File: config.mk
export PLATFORM = sky130hd
export DESIGN_NAME = gemm_output_manager_flat
export DESIGN_NICKNAME = d
export VERILOG_FILES = /design/src/rtl/gemm_pkg.sv /design/src/rtl/gemm_output_manager_if.sv /design/src/rtl/gemm_output_manager.sv /design/src/flat_wrapper.sv
export SDC_FILE = /design/constraint.sdc
export NUM_CORES = 1
export LEC_CHECK = 0
export CAP_MARGIN = 40
export CORE_AREA = 10 10 122 124
export DETAILED_ROUTE_END_ITERATION = 12
export DIE_AREA = 0 0 132 134
export GPL_ROUTABILITY_DRIVEN = 0
export PLACE_DENSITY = 0.88
export SKIP_CTS_REPAIR_TIMING = 1
export SYNTH_ARGS = -nofsm -noshare
export SYNTH_HDL_FRONTEND = slang
export SYNTH_SLANG_ARGS = --single-unit
File: constraint.sdc
create_clock -name clk -period 2.8 [get_ports clk]
set_input_delay 0.42 -clock clk [delete_from_list [all_inputs] [get_ports clk]]
set_output_delay 0.42 -clock clk [all_outputs]
set_load 0.005 [all_outputs]
File: src/rtl/gemm_pkg.sv
// ---------------------------------------------------------------------------
// gemm_pkg
// Shared definitions for the GEMM result-side managers.
//   GEMM_DIM          : edge length of the square MAC array (2 for the 2x2 array)
//   gemm_out_state_t  : pass sequencing states of the output manager
// These are kept here so that larger NxN output managers can reuse them.
// ---------------------------------------------------------------------------
package gemm_pkg;

    localparam int GEMM_DIM = 2;

    typedef enum logic [1:0] {
        IDLE,
        ACCUM,
        DRAIN0,
        DRAIN1
    } gemm_out_state_t;

endpackage

File: src/rtl/gemm_output_manager_if.sv
// ---------------------------------------------------------------------------
// gemm_output_manager_if
// Row stream from the GEMM output manager to the writeback path.
//   out_row   : one row of C; lower ACC_WIDTH bits are column 0
//   out_valid : out_row holds a valid row
//   out_ready : sink accepts when out_valid & out_ready
//   out_last  : marks the final row of a pass
// Modports: master = output manager (row source), slave = writeback sink.
// ---------------------------------------------------------------------------
interface gemm_output_manager_if #(
    parameter int ACC_WIDTH = 24
);
    import gemm_pkg::*;

    logic [GEMM_DIM*ACC_WIDTH-1:0] out_row;
    logic                          out_valid;
    logic                          out_ready;
    logic                          out_last;

    modport master (
        output out_row,
        output out_valid,
        output out_last,
        input  out_ready
    );

    modport slave (
        input  out_row,
        input  out_valid,
        input  out_last,
        output out_ready
    );

endinterface

File: src/rtl/gemm_output_manager.sv
// ---------------------------------------------------------------------------
// gemm_output_manager
// Result-side counterpart to the 2x2 GEMM input skew stage. Times one GEMM pass
// from its start pulse, captures the four MAC accumulators once the last
// skewed operand has been folded in, pulses acc_clear to the MAC array and
// then streams C out row by row over a valid/ready interface.
//
// Ports
//   clk            clock
//   reset          synchronous, active-high
//   start          pass start pulse (same cycle as the first operand enables)
//   k_len          inner-dimension length, sampled with start
//   mac11_acc..    accumulators C(0,0), C(0,1), C(1,0), C(1,1)
//   mac22_acc
//   acc_clear      one-cycle pulse telling the MACs to zero their accumulators
//   busy           high from the cycle after start until the last row is taken
//   start_dropped  one-cycle pulse: a start arrived while not idle
//   out_bus        row stream (master side): out_row/out_valid/out_ready/out_last
// ---------------------------------------------------------------------------
module gemm_output_manager
    import gemm_pkg::*;
#(
    parameter int ACC_WIDTH   = 24,
    parameter int K_WIDTH     = 8,
    parameter int MAC_LATENCY = 1
) (
    input  logic                 clk,
    input  logic                 reset,
    input  logic                 start,
    input  logic [K_WIDTH-1:0]   k_len,
    input  logic [ACC_WIDTH-1:0] mac11_acc,
    input  logic [ACC_WIDTH-1:0] mac12_acc,
    input  logic [ACC_WIDTH-1:0] mac21_acc,
    input  logic [ACC_WIDTH-1:0] mac22_acc,
    output logic                 acc_clear,
    output logic                 busy,
    output logic                 start_dropped,
    gemm_output_manager_if.master out_bus
);

    // Two spare bits over k_len so k_len + 1 + MAC_LATENCY never wraps
    // for MAC_LATENCY up to 2.
    localparam int CNT_WIDTH = K_WIDTH + 2;

    gemm_out_state_t        state;
    logic [CNT_WIDTH-1:0]   count;
    logic [CNT_WIDTH-1:0]   count_load;
    logic [ACC_WIDTH-1:0]   cap00;
    logic [ACC_WIDTH-1:0]   cap01;
    logic [ACC_WIDTH-1:0]   cap10;
    logic [ACC_WIDTH-1:0]   cap11;
    logic                   out_valid_q;
    logic                   handshake;

    // The counter is loaded so that it reads 1 in cycle k_len+1+MAC_LATENCY,
    // i.e. the first cycle in which the last MAC (mac22) holds its final sum.
    // Loading it from k_len is the only place k_len is needed, so the counter
    // itself is the latched copy of k_len.
    assign count_load = CNT_WIDTH'(k_len) + CNT_WIDTH'(MAC_LATENCY + 1);

    assign handshake = out_valid_q & out_bus.out_ready;

    // Pass sequencer. acc_clear and start_dropped are single-cycle pulses, so
    // they default low every cycle and are only raised on the relevant edge.
    // out_valid is raised on entry to DRAIN0 and only lowered after the row-1
    // handshake, so it never depends combinationally on out_ready.
    // The k_len==0 shortcut goes straight to DRAIN0 with zeroed results and
    // without a clear, because the MACs never accumulated anything.
    always_ff @(posedge clk) begin
        if (reset) begin
            state         <= IDLE;
            count         <= '0;
            cap00         <= '0;
            cap01         <= '0;
            cap10         <= '0;
            cap11         <= '0;
            acc_clear     <= 1'b0;
            busy          <= 1'b0;
            start_dropped <= 1'b0;
            out_valid_q   <= 1'b0;
        end else begin
            acc_clear     <= 1'b0;
            start_dropped <= start && (state != IDLE);

            case (state)
                IDLE: begin
                    if (start) begin
                        busy <= 1'b1;
                        if (k_len == '0) begin
                            cap00       <= '0;
                            cap01       <= '0;
                            cap10       <= '0;
                            cap11       <= '0;
                            out_valid_q <= 1'b1;
                            state       <= DRAIN0;
                        end else begin
                            count <= count_load;
                            state <= ACCUM;
                        end
                    end
                end

                ACCUM: begin
                    if (count == CNT_WIDTH'(1)) begin
                        cap00       <= mac11_acc;
                        cap01       <= mac12_acc;
                        cap10       <= mac21_acc;
                        cap11       <= mac22_acc;
                        acc_clear   <= 1'b1;
                        out_valid_q <= 1'b1;
                        count       <= '0;
                        state       <= DRAIN0;
                    end else begin
                        count <= count - CNT_WIDTH'(1);
                    end
                end

                DRAIN0: begin
                    if (handshake) begin
                        state <= DRAIN1;
                    end
                end

                DRAIN1: begin
                    if (handshake) begin
                        out_valid_q <= 1'b0;
                        busy        <= 1'b0;
                        state       <= IDLE;
                    end
                end

                default: begin
                    state <= IDLE;
                end
            endcase
        end
    end

    // Row mux: the capture registers only change on entry to DRAIN0, so the
    // selected row stays stable for as long as the sink stalls.
    always_comb begin
        out_bus.out_row  = '0;
        out_bus.out_last = 1'b0;
        case (state)
            DRAIN0: begin
                out_bus.out_row = {cap01, cap00};
            end
            DRAIN1: begin
                out_bus.out_row  = {cap11, cap10};
                out_bus.out_last = 1'b1;
            end
            default: begin
                out_bus.out_row  = '0;
                out_bus.out_last = 1'b0;
            end
        endcase
    end

    assign out_bus.out_valid = out_valid_q;

endmodule
File: src/flat_wrapper.sv
// flat-port wrapper written by rule: the top's interface ports become plain ports
module gemm_output_manager_flat import gemm_pkg::*;
#(
    parameter int ACC_WIDTH   = 24,
    parameter int K_WIDTH     = 8,
    parameter int MAC_LATENCY = 1
)
  (clk, reset, start, k_len, mac11_acc, mac12_acc, mac21_acc, mac22_acc, acc_clear, busy, start_dropped, out_bus_out_row, out_bus_out_valid, out_bus_out_last, out_bus_out_ready);
  gemm_output_manager_if #(.ACC_WIDTH(ACC_WIDTH)) out_bus_i ();
  input  logic clk;
  input  logic reset;
  input  logic start;
  input  logic [K_WIDTH-1:0] k_len;
  input  logic [ACC_WIDTH-1:0] mac11_acc;
  input  logic [ACC_WIDTH-1:0] mac12_acc;
  input  logic [ACC_WIDTH-1:0] mac21_acc;
  input  logic [ACC_WIDTH-1:0] mac22_acc;
  output logic acc_clear;
  output logic busy;
  output logic start_dropped;
  output wire logic [$bits(out_bus_i.out_row)-1:0] out_bus_out_row;
  output wire logic [$bits(out_bus_i.out_valid)-1:0] out_bus_out_valid;
  output wire logic [$bits(out_bus_i.out_last)-1:0] out_bus_out_last;
  input wire logic [$bits(out_bus_i.out_ready)-1:0] out_bus_out_ready;
  assign out_bus_out_row = out_bus_i.out_row;
  assign out_bus_out_valid = out_bus_i.out_valid;
  assign out_bus_out_last = out_bus_i.out_last;
  assign out_bus_i.out_ready = out_bus_out_ready;
  gemm_output_manager #(.ACC_WIDTH(ACC_WIDTH), .K_WIDTH(K_WIDTH), .MAC_LATENCY(MAC_LATENCY)) u_core (.clk(clk), .reset(reset), .start(start), .k_len(k_len), .mac11_acc(mac11_acc), .mac12_acc(mac12_acc), .mac21_acc(mac21_acc), .mac22_acc(mac22_acc), .acc_clear(acc_clear), .busy(busy), .start_dropped(start_dropped), .out_bus(out_bus_i));
endmodule
==> results.sh <==
export IMPL_synth_most_common_cell="dfxtp_1"
export IMPL_fin_cells=936
export IMPL_rows=41
export IMPL_htree_num_levels=3
export IMPL_netlist_top_cells_area="dfxtp_1 37%, nand3_2 13%, nand2b_1 10%, a21oi_2 10%, a22o_1 7.0%"
export IMPL_path_clk_slew_ns=0.07
export IMPL_leakage_nw=2.38
export IMPL_wire_per_inst_um=17.6
export IMPL_cpLargestDelayFamily="buffers and inverters"
export IMPL_die_w_um=132
export IMPL_clockBufferDepth=2
export IMPL_port_buffers=160
export IMPL_syn_num_nets=747
export IMPL_drc=0
export IMPL_cts_made_buffers=9
export IMPL_hold_viol=0
export IMPL_criticalPathCategory="register to primary output"
export IMPL_via_count=5143
export IMPL_dpl_cell_count=920
export IMPL_drtIter0Drc=421
export IMPL_layout_min_cycle_time_ns=2.64
export IMPL_dp_hpwl_um=11700
export IMPL_start_util_pct=48.2
export IMPL_cp_cell_sequence="inv_1, ha_2, buf_4, a22o_1, clkdlybuf4s50_1"
export IMPL_synth_area_leader_cell="dfxtp_1"
export IMPL_path_buf_inv=3
export IMPL_postRouteAntennaNets=0
export IMPL_hold_class="input port to register"
export IMPL_overflow=0
export IMPL_maxSlewHeadroom_pct=48.6
export IMPL_clock_fmax_mhz=378
export IMPL_whs_path_depth=2
export IMPL_synth_edf_count=0
export IMPL_netlist_top_cells_count="112 x dfxtp_1, 99 x nand2b_1, 80 x nand3_2"
export IMPL_async_flop_share_pct=0
export IMPL_critPathMaxFanout=35
export IMPL_firstDrtPassIters=5
export IMPL_cts_root_buf="clkbuf_16"
export IMPL_finClkSkew_ns=0.00629
export IMPL_synth_seq_cells=112
export IMPL_worst_pin_slew_ns=0.771
export IMPL_period_share_pct=94.4
export IMPL_power_density_nw_per_um2=604
export IMPL_synthCells=631
export IMPL_coreArea_um2=12500
export IMPL_synth_top_flop_cell="dfxtp_1"
export IMPL_wirelength_um=16500
export IMPL_grt_pass1_vias=5332
export IMPL_syn_area_per_cell_um2=9.52
export IMPL_setup_violations=0
export IMPL_outcome="finished clean"
export IMPL_yosysSeqAreaShare_pct=37.3
export IMPL_arrival_ns=2.22
export IMPL_utilization_pct=64.2
export IMPL_cp_required_ns=2.38
export IMPL_grtUsageTotal_pct=18.4
export IMPL_end_kind="primary output"
export IMPL_ff2ff_path_depth=7
export IMPL_cp_slowest_stage_delay_ns=0.52
export IMPL_startpoint_type="register"
export IMPL_insertedDiodeCount=0
export IMPL_areaGrowthSynthToFinish_pct=33.2
export IMPL_grt_antenna_before_repair=1
export IMPL_synth_cell_types=48
export IMPL_fp_dieH_um=134
export IMPL_grt_max_degree=77
export IMPL_crit_slowest_cell="clkdlybuf4s50_1"
export IMPL_rsz0062_at_grt="false"
export IMPL_syn_area_um2=6010
export IMPL_die_area_um2=17700
export IMPL_path_depth=5
export IMPL_setup_tns_ns=0
export IMPL_io_pins=161
export IMPL_cts_sinks=112
export IMPL_maxSlewViolCount=0
export IMPL_vias_per_cell=5.49
export IMPL_grt_pass1_wl_um=27300
export IMPL_drive_gt1_share_pct=24.9
export IMPL_tritoncts="done"
export IMPL_peakVddDrop_v=0.000342
export IMPL_drv_cap=0
export IMPL_fillers=985
export IMPL_fin_nets=875
export IMPL_ys_warn_count=0
export IMPL_insertion_delay_ns=0.36
export IMPL_synth_top_area_share_pct=37.3
## layout make-up
class | count | area [um^2] | area share (%)
clock buffer | 13 | 270 | 3.38
clock inverter | 3 | 25.0 | 0.313
inverter | 6 | 22.5 | 0.281
multi-input combinational | 453 | 3430 | 42.8
sequential | 112 | 2240 | 28.0
tap | 172 | 215 | 2.69
timing repair buffer | 177 | 1800 | 22.5
## worst register-to-register path: cells and delay by family, from the launching register on
family | cells | cell delay, ns
AND/OR/NAND/NOR | 2 | 0.60
AO/OA/AOI/OAI | 3 | 0.89
flip-flops | 1 | 0.35
buffers and inverters | 2 | 0.40
## worst paths after layout
| kind | end | from | slack [ns] |
|---|---|---|---|
| hold / removal | u_core.cap10[16] | reset | 0.46 |
| setup reg to reg | u_core.cap01[11] | u_core.count[2] | 0.49 |
| hold reg to reg | u_core.cap10[23] | u_core.cap10[23] | 0.47 |
| setup / recovery | out_bus_out_row[4] | u_core.state[0] | 0.16 |
## flip-flops by register name, summed over array words and instances, names as in the netlist
register,flops
u_core.state,2
u_core.acc_clear,1
u_core.busy,1
u_core.cap10,24
u_core.cap01,24
u_core.out_bus.out_valid,1
u_core.count,10
u_core.cap00,24
u_core.start_dropped,1
u_core.cap11,24
## metal layers
layer	part of all wire, %	GRT usage, %	up-vias	wire length (um)
met1	42	21.2	2430	6960
met4	1.5	4.82	2	242
li1	-	-	2503	-
met2	49	31.4	179	8100
met5	0.079	0	-	13
met3	6.9	6.83	29	1140
## kinds of logic after synthesis
group,share of synthesized area (%)
simple gates,29.5
xor+xnor,0.729
flops,37.3
compound gates,24.7
fa+ha+maj,1.67
buf+inv,6.06
## placed cells by master, fill, tap and decap left out, types with 6 or more instances in the layout
| cell | Yosys | final |
|---|---|---|
| a21oi_1 | 41 | 41 |
| buf_12 | 1 | 6 |
| nand2b_1 | 99 | 99 |
| buf_4 | 0 | 12 |
| nand3_1 | 22 | 22 |
| nor2_1 | 10 | 10 |
| nand2_1 | 13 | 13 |
| a22o_1 | 48 | 48 |
| nand3_2 | 80 | 80 |
| o21ai_0 | 11 | 11 |
| a21oi_2 | 70 | 70 |
| clkbuf_16 | 0 | 9 |
| clkdlybuf4s50_1 | 0 | 159 |
| dfxtp_1 | 112 | 112 |
## power breakdown
group / switching (mW) / internal (mW)
Combinational: 1.04 / 0.694
Sequential: 0.116 / 1.71
Clock: 0.591 / 0.681
Total: 1.75 / 3.09
## stage by stage
stage          setup slack [ns]  hold WS [ns]  instance area [um^2]  power [mW]
2_1_floorplan             0.750         0.446                  6010        3.08
3_3_place_gp              0.183         0.453                  7710        3.50
3_5_place_dp             0.0468         0.464                  7710        3.58
4_1_cts                   0.130         0.442                  8000        4.85
5_1_grt                  0.0541         0.455                  8000        5.10
6_report                  0.158         0.462                  8000        4.84
Power figures use the tool's default switching activity.
